File: src/rtl/bp_pkg.sv
// Shared definitions for the branch direction predictor: counter constants,
// table index function (also used by the execute-stage checker) and clog2.
package bp_pkg;

  localparam int unsigned CTR_BITS_DEFAULT = 2;

  function automatic int unsigned ctrInitOf(input int unsigned bits);
    return (1 << (bits - 1)) - 1;
  endfunction

  function automatic int unsigned ctrMaxOf(input int unsigned bits);
    return (1 << bits) - 1;
  endfunction

  // Weakly not-taken start value and saturation ceiling for the default width.
  localparam int unsigned CTR_INIT = ctrInitOf(CTR_BITS_DEFAULT);
  localparam int unsigned CTR_MAX  = ctrMaxOf(CTR_BITS_DEFAULT);

  function automatic int unsigned clog2(input int unsigned n);
    int unsigned r;
    r = 0;
    for (int i = 0; i < 32; i++) begin
      if ((32'd1 << i) < n) r = i + 1;
    end
    return r;
  endfunction

  // Low idxBits of the PC, XORed with the zero-extended history. ghrBits=0
  // yields a purely bimodal index.
  function automatic logic [31:0] bp_index(input logic [31:0] pc,
                                           input logic [31:0] ghr,
                                           input int unsigned idxBits,
                                           input int unsigned ghrBits);
    logic [31:0] idxMask;
    logic [31:0] ghrMask;
    idxMask = (32'd1 << idxBits) - 32'd1;
    ghrMask = (32'd1 << ghrBits) - 32'd1;
    return (pc & idxMask) ^ (ghr & ghrMask & idxMask);
  endfunction

endpackage

File: src/rtl/bp_sat_ctr.sv
// One saturating up/down prediction counter; resets to weakly not-taken.
module bp_sat_ctr
  import bp_pkg::*;
#(
  parameter int unsigned CTR_BITS = CTR_BITS_DEFAULT
) (
  input  logic                clock,
  input  logic                reset,
  input  logic                en,
  input  logic                up,
  output logic [CTR_BITS-1:0] value
);

  localparam logic [CTR_BITS-1:0] INIT_VAL = CTR_BITS'(ctrInitOf(CTR_BITS));
  localparam logic [CTR_BITS-1:0] MAX_VAL  = CTR_BITS'(ctrMaxOf(CTR_BITS));

  // NOTE: state is written with non-blocking assignments so every flop
  // samples pre-edge values regardless of block evaluation order.
  always_ff @(posedge clock or negedge reset) begin
    if (!reset) begin
      value <= INIT_VAL;
    end else if (en) begin
      if (up) begin
        if (value != MAX_VAL) value <= value + CTR_BITS'(1);
      end else begin
        if (value != '0) value <= value - CTR_BITS'(1);
      end
    end
  end

endmodule

File: src/rtl/branch_predictor_bht.sv
// Multi-slot branch direction predictor: table of saturating counters with
// optional gshare indexing, GHR snapshot for mispredict repair, and stats.
module branch_predictor_bht
  import bp_pkg::*;
#(
  parameter int unsigned PC_W     = 12,
  parameter int unsigned ENTRIES  = 64,
  parameter int unsigned CTR_BITS = 2,
  parameter int unsigned LOOKUPS  = 2,
  parameter int unsigned GHR_BITS = 0
) (
  input  logic                                         clock,
  input  logic                                         reset,
  input  logic [LOOKUPS-1:0]                           lookup_valid,
  input  logic [LOOKUPS*PC_W-1:0]                      lookup_pc,
  output logic [LOOKUPS-1:0]                           pred_taken,
  output logic [((GHR_BITS > 0) ? GHR_BITS : 1)-1:0]   pred_ghr,
  input  logic                                         upd_valid,
  input  logic [PC_W-1:0]                              upd_pc,
  input  logic                                         upd_taken,
  input  logic                                         upd_mispredict,
  input  logic [((GHR_BITS > 0) ? GHR_BITS : 1)-1:0]   upd_ghr,
  input  logic                                         stat_clear,
  output logic [31:0]                                  stat_lookups,
  output logic [31:0]                                  stat_mispred
);

  localparam int unsigned IDX_W = clog2(ENTRIES);
  localparam int unsigned GHR_W = (GHR_BITS > 0) ? GHR_BITS : 1;
  localparam int unsigned CNT_W = clog2(LOOKUPS + 1);
  localparam logic [CTR_BITS-1:0] CTR_HALF = CTR_BITS'(1 << (CTR_BITS - 1));
  localparam logic [31:0] STAT_MAX = 32'hFFFF_FFFF;

  logic [CTR_BITS-1:0] ctrVal [ENTRIES];
  logic [ENTRIES-1:0]  updHit;
  logic [IDX_W-1:0]    updIdx;
  logic [GHR_W-1:0]    ghrQ;
  logic [GHR_W-1:0]    ghrShifted;
  logic [GHR_W-1:0]    ghrNext;
  logic [LOOKUPS-1:0]  predRaw;
  logic [CNT_W-1:0]    effCnt;
  logic                mispredictEvt;
  logic [31:0]         statLookupsQ;
  logic [31:0]         statMispredQ;
  logic [32:0]         lookupsSum;

  assign mispredictEvt = upd_valid & upd_mispredict;

  // Training uses the history the branch was predicted with, not the live GHR.
  assign updIdx = IDX_W'(bp_index(32'(upd_pc), 32'(upd_ghr), IDX_W, GHR_BITS));

  // NOTE: the table must come up weakly not-taken, so each entry is a
  // resettable flop rather than an inferred RAM.
  for (genvar e = 0; e < ENTRIES; e++) begin : gCtr
    assign updHit[e] = upd_valid && (updIdx == IDX_W'(e));

    bp_sat_ctr #(
      .CTR_BITS(CTR_BITS)
    ) uCtr (
      .clock(clock),
      .reset(reset),
      .en   (updHit[e]),
      .up   (upd_taken),
      .value(ctrVal[e])
    );
  end

  // Slot i sees the GHR shifted by one zero per older valid slot; the first
  // predicted-taken valid slot ends the effective group.
  always_comb begin : lookupPath
    logic [GHR_W-1:0] histRun;
    logic [IDX_W-1:0] slotIdx;
    logic             alive;
    // NOTE: every always_comb output gets a default up front so no path
    // leaves it unassigned and infers a latch.
    histRun    = ghrQ;
    slotIdx    = '0;
    alive      = 1'b1;
    ghrShifted = ghrQ;
    effCnt     = '0;
    predRaw    = '0;
    for (int i = 0; i < LOOKUPS; i++) begin
      slotIdx    = IDX_W'(bp_index(32'(lookup_pc[i*PC_W +: PC_W]), 32'(histRun),
                                   IDX_W, GHR_BITS));
      predRaw[i] = lookup_valid[i] && (ctrVal[slotIdx] >= CTR_HALF);
      if (lookup_valid[i]) histRun = histRun << 1;
      if (alive && lookup_valid[i]) begin
        ghrShifted = GHR_W'({ghrShifted, predRaw[i]});
        effCnt     = effCnt + CNT_W'(1);
        alive      = ~predRaw[i];
      end
    end
  end

  assign pred_taken = predRaw & {LOOKUPS{reset}};

  // A resolved mispredict restores history and discards this cycle's lookups.
  always_comb begin
    ghrNext = ghrShifted;
    if (mispredictEvt) ghrNext = GHR_W'({upd_ghr, upd_taken});
    if (GHR_BITS == 0) ghrNext = '0;
  end

  always_ff @(posedge clock or negedge reset) begin
    if (!reset) begin
      ghrQ <= '0;
    end else begin
      ghrQ <= ghrNext;
    end
  end

  assign lookupsSum = {1'b0, statLookupsQ} + 33'(effCnt);

  always_ff @(posedge clock or negedge reset) begin
    if (!reset) begin
      statLookupsQ <= '0;
      statMispredQ <= '0;
    end else if (stat_clear) begin
      statLookupsQ <= '0;
      statMispredQ <= '0;
    end else begin
      if (!mispredictEvt) begin
        statLookupsQ <= lookupsSum[32] ? STAT_MAX : lookupsSum[31:0];
      end
      if (mispredictEvt && (statMispredQ != STAT_MAX)) begin
        statMispredQ <= statMispredQ + 32'd1;
      end
    end
  end

  assign pred_ghr     = ghrQ;
  assign stat_lookups = statLookupsQ;
  assign stat_mispred = statMispredQ;

endmodule
File: config.mk
export PLATFORM = sky130hd
export DESIGN_NAME = branch_predictor_bht
export DESIGN_NICKNAME = d
export VERILOG_FILES = /design/src/rtl/bp_pkg.sv /design/src/rtl/bp_sat_ctr.sv /design/src/rtl/branch_predictor_bht.sv
export SDC_FILE = /design/constraint.sdc
export NUM_CORES = 1
export LEC_CHECK = 0
export BUFFER_PORTS_ARGS = -buffer_cell sky130_fd_sc_hd__buf_2
export CORE_UTILIZATION = 35
export CTS_BUF_LIST = sky130_fd_sc_hd__clkbuf_8 sky130_fd_sc_hd__clkbuf_16
export CTS_CLUSTER_SIZE = 28
export DETAILED_ROUTE_END_ITERATION = 8
export GPL_TIMING_DRIVEN = 0
export HOLD_SLACK_MARGIN = 0.06
export PLACE_DENSITY = 0.56
export SLEW_MARGIN = 20
export SYNTH_ARGS = -nofsm -noshare
export SYNTH_HDL_FRONTEND = slang
export SYNTH_SLANG_ARGS = --single-unit
File: constraint.sdc
create_clock -name clock -period 3.58 [get_ports clock]
set_input_delay 0.895 -clock clock [delete_from_list [all_inputs] [get_ports clock]]
set_output_delay 0.895 -clock clock [all_outputs]
set_load 0.1 [all_outputs]
Word level (Yosys, flattened, before mapping)
Index checks and enable logic that the tools add are counted.
{"block": "classes", "eq_ne": 193, "mux": 206, "bitwise": 5, "n_reduce_logical": 262, "n_addsub": 131, "magnitude_cmp": 4}
{"cell": "2-bit two-way mux", "n": 197}
{"cell": "2-bit nonzero test", "n": 129}
{"cell": "6-bit == test (second input constant)", "n": 32}
{"cell": "3-bit AND reduction", "n": 64}
{"cell": "32-bit two-way mux", "n": 5}
{"cell": "2-bit != test (second input constant)", "n": 65}
{"cell": "2-bit by 1-bit adder with 2-bit output (second input constant)", "n": 64}
{"cell": "2-bit by 1-bit != test with 1-bit output (second input constant)", "n": 64}
{"cell": "2-bit by 1-bit subtractor with 2-bit output (second input constant)", "n": 64}
{"cell": "6-bit by 5-bit == test with 1-bit output (second input constant)", "n": 16}
{"cell": "1-bit logical AND", "n": 68}
{"cell": "6-bit by 4-bit == test with 1-bit output (second input constant)", "n": 8}
{"cell": "32-bit by 2-bit adder with 33-bit output", "n": 1}
{"cell": "32-bit by 1-bit adder with 32-bit output (second input constant)", "n": 1}
{"cell": "32-bit != test (second input constant)", "n": 1}
{"cell": "2-bit binary-select mux with 6-bit select", "n": 2}
{"cell": "6-bit by 3-bit == test with 1-bit output (second input constant)", "n": 4}
{"cell": "7-bit greater-or-equal comparator (second input constant)", "n": 2}
{"cell": "6-bit NOT with 7-bit output", "n": 2}
{"cell": "6-bit by 2-bit == test with 1-bit output (second input constant)", "n": 2}
{"cell": "6-bit by 1-bit == test with 1-bit output (second input constant)", "n": 1}
{"cell": "6-bit logical NOT", "n": 1}
{"cell": "2-bit greater-or-equal comparator (second input constant)", "n": 2}
{"cell": "1-bit by 1-bit adder with 2-bit output (second input constant)", "n": 1}
{"cell": "other kinds (4)", "n": 5}
{"block": "totals", "input_bits": 45, "word_cells": 867, "out_inout_bits": 67, "reg_bits": 192}

Logic depth before layout (Yosys ltp)
Gate-level depths: netlist (run 1).
{"block": "depth", "depth_word": 14, "mapped_depth": 19, "ltp_nobuf": 16}

Modules after synthesis
Synthesis (run 1) repeated with hierarchy kept, for this count alone.
{"block": "hier_totals", "cells_unflattened": 1089, "area_unflattened_um2": 11283.3}
{"module": "bp_sat_ctr", "seq_area_each_um2": 51.3, "n_inst": 64, "cells_each": 8, "area_per_inst_um2": 96.3}
{"module": "branch_predictor_bht", "seq_area_each_um2": 1601.5, "n_inst": 1, "cells_each": 577, "area_per_inst_um2": 5117.4}

Worst setup path after synthesis (run 1)
Ideal clock, no wire load.
{"block": "synth_timing", "kind": "input-to-reg", "startpoint": "in lookup_pc[2]", "endpoint": "reg statLookupsQ[28] (netlist: stat_lookups[28])", "n_path_buf": 3, "path_slack_ns": -0.866, "setup_time_ns": 0.100, "path_stages": 19, "required_time_ns": 3.480, "arrival_time_ns": 4.346, "cell_sequence": "clkbuf_1 buf_2 mux4_2 o221ai_1 o21ai_0 nand3_1 o21ai_0 nor2_1 ha_1 ha_1 inv_1 fa_1 nand3b_1 nand2b_1 nor4_2 and2_1 buf_2 a31oi_1 a311oi_1"}
{"block": "synth_via", "elab_chain_cells": 14}
{"item": "start, declared", "line": "branch_predictor_bht.sv:15", "rtl": "input logic [LOOKUPS*PC_W-1:0] lookup_pc,"}
{"item": "6-bit NOT with 7-bit output (not written as such)", "line": "branch_predictor_bht.sv:85", "rtl": "predRaw[i] = lookup_valid[i] && (ctrVal[slotIdx] >= CTR_HALF);"}
{"item": "2-bit binary-select mux with 6-bit select", "line": "branch_predictor_bht.sv:85"}
{"item": "2-bit two-way mux (not written as such) (2 in series)", "line": "branch_predictor_bht.sv:85"}
{"item": "2-bit greater-or-equal comparator", "line": "branch_predictor_bht.sv:85"}
{"item": "1-bit logical AND", "line": "branch_predictor_bht.sv:85"}
{"item": "1-bit NOT", "line": "branch_predictor_bht.sv:90", "rtl": "alive = ~predRaw[i];"}
{"item": "1-bit two-way mux", "line": "branch_predictor_bht.sv:87", "rtl": "if (alive && lookup_valid[i]) begin"}
{"item": "1-bit logical AND", "line": "branch_predictor_bht.sv:87"}
{"item": "2-bit two-way mux", "line": "branch_predictor_bht.sv:87"}
{"item": "32-bit by 2-bit adder with 33-bit output", "line": "branch_predictor_bht.sv:112", "rtl": "assign lookupsSum = {1'b0, statLookupsQ} + 33'(effCnt);"}
{"item": "32-bit two-way mux", "line": "branch_predictor_bht.sv:123", "rtl": "statLookupsQ <= lookupsSum[32] ? STAT_MAX : lookupsSum[31:0];"}
{"item": "32-bit two-way mux", "line": "branch_predictor_bht.sv:122", "rtl": "if (!mispredictEvt) begin"}
{"item": "32-bit two-way mux", "line": "branch_predictor_bht.sv:118", "rtl": "end else if (stat_clear) begin"}
{"item": "end signal, assigned", "line": "branch_predictor_bht.sv:123"}
{"item": "end, declared", "line": "branch_predictor_bht.sv:43", "rtl": "logic [31:0] statLookupsQ;"}
No other way between the ends. The select of a mux whose other input is x is not followed.
A chain may end at the register's enable or synchronous reset.

Worst setup path in the final report (run 1)
{"block": "layout_timing", "startpoint": "in lookup_pc[1]", "endpoint": "reg statLookupsQ[23] (netlist: stat_lookups[23])"}
The elaborated chain is that of the path after synthesis.

==> results of run 1 <==
-- cell usage in the layout, fill, tap and decap left out, drive strengths merged, types with 5 or more instances in the layout --
cell	instances
and3	19
a31oi	20
nor3b	5
o31ai	45
a311oi	6
nand3b	8
nor3	15
clkbuf	64
a21oi	109
mux4	32
nand4	23
o211ai	14
nor2	203
o21ai	156
mux2i	14
nand3	31
or3	6
clkinv	6
dfstp	64
nor2b	7
or2	12
and4	9
inv	20
nor4	6
dfrtp	128
nand2	140
and2	6
a211oi	54
xnor2	16
xor2	13
buf	126
-- sequential cells by signal (all words and copies together) (netlist names) --
register	cells
stat_mispred	32
stat_lookups	32
gCtr.uCtr.value	128
-- how the worst min path moves through the flow --
stage | from | end | slack, ns | cells after the start
floorplan | gCtr[22].uCtr.value[0] | gCtr[22].uCtr.value[0] | 0.46 | 2
global placement | gCtr[22].uCtr.value[0] | gCtr[22].uCtr.value[0] | 0.49 | 2
detailed placement | gCtr[22].uCtr.value[0] | gCtr[22].uCtr.value[0] | 0.48 | 2
CTS | reset | stat_mispred[8] | 0.35 | 1
global route | reset | stat_mispred[9] | 0.37 | 1
finish | reset | stat_mispred[8] | 0.34 | 1
-- metrics by stage --
step | hold slack, ns | total power, mW | setup slack, ns | setup TNS [ns] | utilization, %
2_1_floorplan | 0.463 | 2.76 | -0.513 | -12.10 | -
3_3_place_gp | 0.495 | 2.96 | -3.02 | -329.96 | 39.0
3_5_place_dp | 0.484 | 2.98 | -1.42 | -42.24 | 39.2
4_1_cts | 0.350 | 4.96 | -0.412 | -9.25 | 42.2
5_1_grt | 0.365 | 5.12 | -0.645 | -17.35 | 42.7
6_report | 0.339 | 4.92 | -0.519 | -11.59 | 42.7
-- layer usage --
metal  up-vias  GRT usage [%]  routed length (um)
li1       4992              -                   -
met1      5167           29.4               15900
met2       386           34.6               16300
met3        52           4.19                2300
met4         0           6.85                 668
met5         -              0                   0
-- layout make-up --
cell class              instances  area share [%]
clock inverters                14           0.973
plain buffers                  60            2.71
multi-input cells            1011            47.1
clock buffers                  18            3.25
well taps                     402            3.72
flip-flops and latches        192            36.2
repair buffers                112            5.64
inverters                      16           0.445
-- report_power, final --
part,leakage (nW),internal (mW),switching (mW)
clock network,0.275,0.989,0.945
registers,2.14,2.32,0.109
logic,2.63,0.192,0.369
-- worst max-delay path, delay by kind of cell --
kind,cells,cell delay (ns)
AO/OA/AOI/OAI,6,0.89
multiplexers,1,0.32
buffers and inverters,8,1.01
AND/OR/NAND/NOR,4,0.75
adder cells (fa/ha/maj),3,0.61
-- cell families (layout without fill, tap and decap cells) --
group / after synthesis / in the layout / share of synthesized area, %
other cells: 1 / 1 / 0.0332
buf+inv: 76 / 220 / 2.74
compound gates: 428 / 428 / 22.7
flops: 192 / 192 / 43.3
simple gates: 498 / 498 / 20.4
mux: 50 / 50 / 8.03
xor+xnor: 29 / 29 / 2.25
fa+ha+maj: 5 / 5 / 0.621
-- what timing repair did --
| item | 4_1_cts | 5_1_grt |
|---|---|---|
| endpoints found under the hold margin | 0 | 0 |
| pin swaps | 16 | 18 |
| endpoints found under the setup margin | 34 | 34 |
| gates resized for setup | 55 | 20 |
| cloned | 1 | 0 |
| buffers inserted | 18 | 7 |
==> reports/qor.txt, run 1 <==
Layout area overhead - 19.6%
Die height - 182 um
FP Rows - 65
Design area - 0.0135 mm2
Startpoint Class - primary input
Vias in the first global route - 9,828
Fin worst setup slack - -0.519 ns
WL per Instance - 19.3 um
Clk_skew - 0.0120 ns
Worst path cell trace - buf_16 > buf_12 > buf_6 > mux4_2 > o21ai_2 > o21ai_2 > a221oi_2 > o21ai_2 > nor2_4 > ha_4 > ha_4 > inv_2 > fa_2 > nand3b_1 > buf_6 > buf_4 > buf_6 > nor4_4 > buf_4 > nand2_4 > a31oi_1 > o21a_1
Max incr delay on CP - 0.33 ns
Max Buffers Root-to-Sink - 2
IR drop worst, VDD - 0.342 mV
Headroom to the max-slew limit - 35.8%
Port bufs - 86
Fin. max-slew vios - 0
FMAX - 0.244 GHz
Lkg Pwr - 5.05 nW
Post-synth top flop - dfrtp_1
Number of enable flip-flop cells after synthesis - 0
Vias - 10,597
Max Cap Viol - 0
Failing checks - setup timing
Status - finished, violations left
Yosys top cell area share - 28.4%
DR DRC count - 0
1st-iter DRT viols - 834
Seq/Total Area, Yosys - 43.3%
Fin crit period - 4.10 ns
DP HPWL - 24,300 um
Layout cells sized above 1 - 22.9%
H-Tree Depth - 4
Worst skew pair latency - 0.45 ns
Final Hold Viols - 0
Antenna Cells - 0
Worst-path clk slew - 0.08 ns
Placed Cells - 1,769
P per Cell Area - 365 mW/mm2
Layout filler cell count - 3,099
Antenna violations before repair - 0
Final std cells w/o fill - 1,825
Yosys reg bits - 192
Critical Path Source - lookup_pc[1]
Slowest cell on the critical path - fa_2
Syn Inst Count - 1,279
Total track usage - 21.6%
Num CTS Buffers - 17
Fin nets - 1,460
Worst Setup End Kind - register
Root Driver - clkbuf_16
Cell Area, Placed - 0.0124 mm2
Worst Hold Class - primary input to asynchronous set/reset pin
Most frequent cells after synthesis - nor2_1 (203), o21ai_0 (156), nand2_1 (140), dfrtp_1 (128), a21oi_1 (109)
Tcrit/Tclk final - 114%
Critical Path End - stat_lookups[23]
Clock sink count - 192
Core area - 0.0316 mm2
Register-to-register setup slack - -0.35 ns
Largest net degree at the start of global routing - 82
Footprint of the multi-input gates - 0.00636 mm2
Post-DRT Antenna Nets - 0
Worst R2R Start - gCtr[27].uCtr.value[1]
Die X - 182 um
Synth cell types - 58
Die area - 0.0330 mm2
Synth area leader - dfrtp_1
CP arrival - 4.49 ns
Gp weighted congestion - 0.871
Synth top area cells - dfrtp_1 (28%), dfstp_2 (15%), o21ai_0 (6.9%), nor2_1 (6.8%), mux4_2 (6.4%)
Mapped Nets - 1,329
Initial DRT Pass Iterations - 5
Critical path data required time - 3.97 ns
Synthesized area - 0.0113 mm2
Critical path type - primary input to register
Io pins - 112
Sequential Area - 0.00488 mm2
Final setup fails - 32
Avg Synthesized Cell Area - 8.82 um2
Measured slew at the worst slew-check pin - 0.962 ns
Worst r2r path cells - 19
Gr ovfl total - 0
Routed WL - 35,200 um
RSZ-0062 raised after global routing - true
CTS tree - built
FFs w/ async S/R, synth - 100%
Count leader, synth - nor2_1
Starting Density - 35.7%
First-pass GRT wire length - 55,400 um
Routed vias/inst - 5.81
Post-CTS Hold Buffers - 0
Crit Path Max Fanout - 6
YS warnings - 0
Reg2reg end - stat_lookups[23]
No activity file was read; power rests on OpenSTA's default activity.
==> run 2: changes to the inputs <==
--- a/config.mk
+++ b/config.mk
@@ -6,6 +6,7 @@
 export NUM_CORES = 1
 export LEC_CHECK = 0
 export BUFFER_PORTS_ARGS = -buffer_cell sky130_fd_sc_hd__buf_2
+export CORE_ASPECT_RATIO = 0.7
 export CORE_UTILIZATION = 35
 export CTS_BUF_LIST = sky130_fd_sc_hd__clkbuf_8 sky130_fd_sc_hd__clkbuf_16
 export CTS_CLUSTER_SIZE = 28
==> run 2 against run 1 <==
  * The run still ends with setup timing left
  * Combinational power barely moved
  * Utilization rose by 0.30 points
  * Worst setup slack better by 0.12 ns
  * Clock skew up 0.0062 ns
  * Critical path depth is 3 lower
  * Highest routed layer unchanged
==> reports/qor.txt, run 2 (same netlist as run 1, synthesis figures left out) <==
Status - finished, violations left
Failing checks - setup timing
Die height - 152 um (-16%)
RSZ-0062 raised after global routing - true
Post-DRT Antenna Nets - 0 (unchanged)
Routed WL - 36,200 um (+3.1%)
Final Hold Viols - 0 (unchanged)
Comb power frac - 11.2% (-0.2 points)
Io pins - 112 (unchanged)
Fin worst setup slack - -0.403 ns (+0.116 ns)
FMAX - 0.251 GHz (+2.9%)
Sequential Area - 0.00488 mm2 (unchanged)
Critical path data required time - 3.96 ns (about the same)
Die area - 0.0330 mm2 (about the same)
Share of power burned in registers - 48.5% (-0.8 points)
Startpoint Class - primary input
Final setup fails - 32 (unchanged)
Final std cells w/o fill - 1,837 (+0.66%)
Worst Hold Class - primary input to asynchronous set/reset pin
Switch Pwr - 1.37 mW (-3.7%)
Core area - 0.0314 mm2 (-0.69%)
Core Util, Final - 43.0% (+0.30 points)
Max reg flops - 128 (unchanged)
IR drop worst, VDD - 0.256 mV (-25%)
Gr ovfl total - 0 (unchanged)
Starting Density - 35.9% (+0.25 points)
Post-CTS Hold Buffers - 0 (unchanged)
Lkg Pwr - 5.04 nW (-0.26%)
Worst skew pair latency - 0.45 ns (about the same)
H-Tree Depth - 4 (unchanged)
Most frequent cells in the layout - nor2_1 (199), o21ai_0 (151), nand2_1 (139), dfrtp_1 (128), a21oi_1 (104)
Die X - 217 um (+19%)
Tcrit/Tclk final - 111% (-3.2 points)
Initial DRT Pass Iterations - 6 (+1)
Biggest register - gCtr.uCtr.value
Fin. max-slew vios - 0 (unchanged)
Fin crit period - 3.98 ns (-0.116 ns)
DP HPWL - 25,700 um (+5.9%)
Worst hold margin - 0.396 ns (+0.0566 ns)
Worst Setup End Kind - register
Pwr Total - 5.00 mW (+1.6%)
Headroom to the max-slew limit - 36.7% (+0.86 points)
Footprint of the multi-input gates - 0.00637 mm2 (+0.18%)
Cell Area, Placed - 0.0124 mm2 (+0.18%)
Clk_skew - 0.0182 ns (+0.00621 ns)
Max Cap Viol - 0 (unchanged)
Crit Path Max Fanout - 10 (+4)
CP arrival - 4.37 ns (-0.12 ns)
Switching Share - 27.4% (-1.5 points)
Proportion of power drawn by the clock network - 40.3% (+1.0 points)
Place WS - -1.42 ns (-0.000180 ns)
Layout area overhead - 19.6% (unchanged)
Num CTS Buffers - 17 (unchanged)
1st-iter DRT viols - 1,003 (+20%)
Setup TNS Final - -10.01 ns (+1.59 ns)
Root Driver - clkbuf_16
Antenna violations before repair - 1 (+1)
Worst-path clk slew - 0.07 ns (about the same)
Max Buffers Root-to-Sink - 2 (unchanged)
Design area - 0.0135 mm2 (unchanged)
DR DRC count - 0 (unchanged)
Gp weighted congestion - 0.856 (-1.8%)
Placed Cells - 1,787 (+1.0%)
Routed vias/inst - 5.76 (-0.76%)
Layout filler cell count - 3,092 (-0.23%)
Fin nets - 1,453 (-0.48%)
Port bufs - 86 (unchanged)
Measured slew at the worst slew-check pin - 0.950 ns (-0.0128 ns)
Pint - 3.63 mW (+3.8%)
Critical path type - primary input to register
FP Rows - 54 (-17%)
First-pass GRT wire length - 56,500 um (+1.9%)
Commonest non-fill, non-tap cell in the layout - nor2_1
CTS tree - built
P per Cell Area - 371 mW/mm2 (+1.6%)
Total track usage - 22.2% (+0.55 points)
Largest net degree at the start of global routing - 85 (+3.7%)
WL per Instance - 19.7 um (+2.4%)
Vias in the first global route - 9,508 (-3.3%)
Layout cells sized above 1 - 22.9% (-0.028 points)
Clock sink count - 192 (unchanged)
Vias - 10,586 (-0.10%)
-- run 2: layout make-up --
| class | count | share of cell area [%] |
|---|---|---|
| multi-input combinational | 1011 | 47.2 |
| sequential | 192 | 36.2 |
| timing repair buffer | 106 | 5.17 |
| tap | 420 | 3.89 |
| clock buffer | 19 | 3.35 |
| buffer | 59 | 2.71 |
| clock inverter | 13 | 1.07 |
| inverter | 16 | 0.445 |
| antenna | 1 | 0.0185 |
-- run 2: timing repair --
| item | 4_1_cts | 5_1_grt |
|---|---|---|
| setup endpoints to repair | 34 | 34 |
| gates cloned | 0 | 1 |
| buffers inserted | 14 | 4 |
| pin swaps | 11 | 16 |
| gates resized for setup | 35 | 45 |
-- run 2: worst paths after layout --
kind / start / to / slack (ns) / cells past startpoint
min: reset / gCtr[32].uCtr.value[1] / 0.40 / 1
max in group asynchronous: reset / gCtr[27].uCtr.value[0] / 2.29 / 2
max reg2reg: gCtr[27].uCtr.value[1] / stat_lookups[10] / -0.25 / 17
min reg2reg: gCtr[22].uCtr.value[0] / gCtr[22].uCtr.value[0] / 0.50 / 2
max: lookup_pc[2] / stat_lookups[10] / -0.40 / 19
min in group clock: gCtr[22].uCtr.value[0] / gCtr[22].uCtr.value[0] / 0.50 / 2
-- run 2: per-layer routing --
layer  vias to the layer above  wire length, um  GRT usage [%]
met1                      5228            18200           35.8
met2                       362            15100           30.1
met4                         0              338           4.16
li1                       4974                -              -
met3                        22             2650           4.47
met5                         -                0              0
-- run 2: critical path: stages --
cell,delay [ns]
buf_4,0.18
buf_12,0.18
mux4_2,0.35
o221ai_1,0.18
o21ai_0,0.15
nand3_1,0.13
o21ai_2,0.07
nor2_2,0.16
ha_1,0.16
ha_2,0.19
inv_2,0.04
fa_2,0.35
nand3b_1,0.22
buf_6,0.17
nor4_4,0.27
buf_6,0.17
a21oi_4,0.09
a41oi_1,0.24
o21a_1,0.15
-- run 2: power by group through the flow --
stage,clock [mW],sequential [mW],combinational [mW]
finish,2.02,2.43,0.561
global route,2.15,2.45,0.611
CTS,2.07,2.42,0.544
detailed placement,0,2.46,0.525
global placement,0,2.46,0.504
floorplan,0,2.48,0.286
==> run 3: changes to the inputs <==
--- a/config.mk
+++ b/config.mk
@@ -13,6 +13,7 @@
 export DETAILED_ROUTE_END_ITERATION = 8
 export GPL_TIMING_DRIVEN = 0
 export HOLD_SLACK_MARGIN = 0.06
+export MAX_ROUTING_LAYER = met4
 export PLACE_DENSITY = 0.56
 export SLEW_MARGIN = 20
 export SYNTH_ARGS = -nofsm -noshare
==> run 3 against run 2 <==
  * The run still ends with setup timing left
  * Clock power hardly changed
  * Sequential cell count stayed put
  * Combinational power hardly changed
  * Sequential power hardly changed
  * First-iteration DRC count is 2.8% higher
  * Via count is 0.23% higher
  * Fmax is 0.14% lower
  * Non-clock buffer count stayed put
  * Cell area is 0.12% higher
  * Cell count stayed put
  * Register-to-register slack hardly changed
  * Hold slack better by 0.0019 ns
  * Critical path type unchanged
  * Largest cell class unchanged
==> reports/qor.txt, run 3 (same netlist as run 1, synthesis figures left out) <==
Status - finished, violations left
Failing checks - setup timing
Num CTS Buffers - 17 (unchanged)
Commonest non-fill, non-tap cell in the layout - nor2_1
Layout filler cell count - 3,086 (-0.19%)
Setup TNS Final - -10.14 ns (-0.135 ns)
Most common cell on crit path - buf_6
Clk_skew - 0.0153 ns (-0.00285 ns)
Comb power frac - 11.2% (about the same)
Tcrit/Tclk final - 111% (+0.16 points)
Post-DRT Antenna Nets - 0 (unchanged)
Slowest cell on the critical path - mux4_2
CP arrival - 4.37 ns (about the same)
Final Hold Viols - 0 (unchanged)
Port bufs - 86 (unchanged)
Routed WL - 36,200 um (-0.12%)
Crit Path Max Fanout - 7 (-3)
Critical path type - primary input to register
Fin nets - 1,453 (unchanged)
RSZ-0062 raised after global routing - true
P per Cell Area - 370 mW/mm2 (-0.12%)
Root Driver - clkbuf_16
Pwr Total - 5.00 mW (about the same)
Cell Area, Placed - 0.0124 mm2 (unchanged)
Startpoint Class - primary input
DR DRC count - 0 (unchanged)
Pint - 3.64 mW (about the same)
Fin worst setup slack - -0.408 ns (-0.00563 ns)
CTS tree - built
Critical path data required time - 3.96 ns (about the same)
IR drop worst, VDD - 0.257 mV (+0.43%)
Max reg flops - 128 (unchanged)
Vias in the first global route - 9,500 (-0.084%)
Worst hold margin - 0.398 ns (+0.00193 ns)
Most frequent cells in the layout - nor2_1 (198), o21ai_0 (151), nand2_1 (139), dfrtp_1 (128), a21oi_1 (104)
Fin. max-slew vios - 0 (unchanged)
Lkg Pwr - 5.04 nW (about the same)
Worst-path clk slew - 0.07 ns (about the same)
Switching Share - 27.4% (about the same)
Core area - 0.0314 mm2 (unchanged)
Crit path buf inv count - 5 (unchanged)
Proportion of power drawn by the clock network - 40.3% (about the same)
H-Tree Depth - 4 (unchanged)
Share of power burned in registers - 48.5% (about the same)
First-pass GRT wire length - 56,500 um (about the same)
Switch Pwr - 1.37 mW (about the same)
Final setup fails - 32 (unchanged)
Design area - 0.0135 mm2 (+0.12%)
Footprint of the multi-input gates - 0.00638 mm2 (+0.20%)
Die height - 152 um (unchanged)
FMAX - 0.251 GHz (-0.14%)
1st-iter DRT viols - 1,031 (+2.8%)
FP Rows - 54 (unchanged)
Worst Setup End Kind - register
Max Cap Viol - 0 (unchanged)
Layout cells sized above 1 - 23.1% (+0.21 points)
Gr ovfl total - 0 (unchanged)
Worst path cell trace - buf_12 > buf_4 > mux4_2 > mux2i_4 > a21oi_1 > nand3_1 > o21ai_2 > nor2_2 > ha_1 > ha_2 > inv_2 > fa_2 > nand3b_1 > buf_6 > nor4_4 > buf_6 > a21oi_4 > a41oi_1 > o21a_1
Die area - 0.0330 mm2 (unchanged)
Measured slew at the worst slew-check pin - 0.948 ns (-0.00159 ns)
Max incr delay on CP - 0.51 ns (+0.16 ns)
Fin crit period - 3.99 ns (+0.00563 ns)
Headroom to the max-slew limit - 36.8% (+0.11 points)
Routed vias/inst - 5.78 (+0.23%)
Largest net degree at the start of global routing - 85 (unchanged)
WL per Instance - 19.7 um (-0.12%)
Die X - 217 um (unchanged)
Max Buffers Root-to-Sink - 2 (unchanged)
Io pins - 112 (unchanged)
Clock sink count - 192 (unchanged)
Biggest register - gCtr.uCtr.value
Worst Hold Class - primary input to asynchronous set/reset pin
Gp weighted congestion - 0.869 (+1.6%)
Initial DRT Pass Iterations - 5 (-1)
Total track usage - 22.8% (+0.66 points)
Worst skew pair latency - 0.44 ns (about the same)
Antenna violations before repair - 1 (unchanged)
Starting Density - 35.9% (unchanged)
Core Util, Final - 43.0% (+0.052 points)
CP delay by family, top - simple AND/OR/NAND/NOR gates
Layout area overhead - 19.8%
DP HPWL - 25,700 um (unchanged)
Vias - 10,610 (+0.23%)
Sequential Area - 0.00488 mm2 (unchanged)
==> run 3: cell count changes in the layout (fill, tap and decap cells not counted) <==
cell and change:
nor2_2 +1, nor3_1 -1, nor2_1 -1, buf_6 +1
buf_4 -1, and3_1 -1, nor3_2 +1, and3_4 +1
==> run 3: metrics by stage <==
| step | setup WS [ns] | cells |
|---|---|---|
| after floorplan | -0.513 | 1279 |
| after global placement | -3.00 | 1785 |
| after detailed placement | -1.42 | 1787 |
| after CTS | -0.547 | 1833 |
| after global routing | -0.588 | 1836 |
| final | -0.408 | 1837 |
==> run 3: timing repair <==
action,CTS,global route
pin swaps,11,17
resized for setup,35,49
setup buffers,14,4
hold buffers,0,0
cloned,0,1
setup endpoints to repair,34,34
==> run 3: cell type report <==
class | instances | area share [%]
tap | 420 | 3.89
antenna | 1 | 0.0185
clock inverter | 13 | 1.07
clock buffer | 19 | 3.35
timing repair buffer | 106 | 5.19
sequential | 192 | 36.1
multi-input combinational | 1011 | 47.2
inverter | 16 | 0.444
buffer | 59 | 2.71
==> run 3: worst reg2reg max path, delay by kind of cell, from the launching register on <==
family | cells | cell delay [ns]
compound gates | 7 | 1.08
fa+ha+maj | 3 | 0.69
buf+inv | 3 | 0.38
flops | 1 | 0.46
mux | 1 | 0.53
simple gates | 3 | 0.66
==> run 3: metal layers <==
metal	global-route usage [%]	up-vias	routed length, um
met2	30.1	357	15000
li1	-	4979	-
met1	35.7	5246	18100
met3	4.29	28	2670
met4	4.36	0	404
met5	-	-	0
==> run 3: final timing paths <==
| path | from | to | slack [ns] | depth (start not counted) |
|---|---|---|---|---|
| min | reset | gCtr[32].uCtr.value[1] | 0.40 | 1 |
| max | lookup_pc[0] | stat_lookups[10] | -0.41 | 19 |
| max reg2reg | gCtr[27].uCtr.value[1] | stat_lookups[10] | -0.25 | 17 |
| max in group asynchronous | reset | gCtr[27].uCtr.value[0] | 2.27 | 2 |
| min in group clock | gCtr[22].uCtr.value[0] | gCtr[22].uCtr.value[0] | 0.50 | 2 |
| min reg2reg | gCtr[22].uCtr.value[0] | gCtr[22].uCtr.value[0] | 0.50 | 2 |
==> run 3: power groups by stage <==
| stage | logic (mW) | registers, mW | clock network, mW |
|---|---|---|---|
| global route | 0.612 | 2.45 | 2.14 |
| detailed placement | 0.525 | 2.46 | 0 |
| CTS | 0.544 | 2.42 | 2.07 |
| finish | 0.561 | 2.43 | 2.02 |
| floorplan | 0.286 | 2.48 | 0 |
| global placement | 0.504 | 2.46 | 0 |
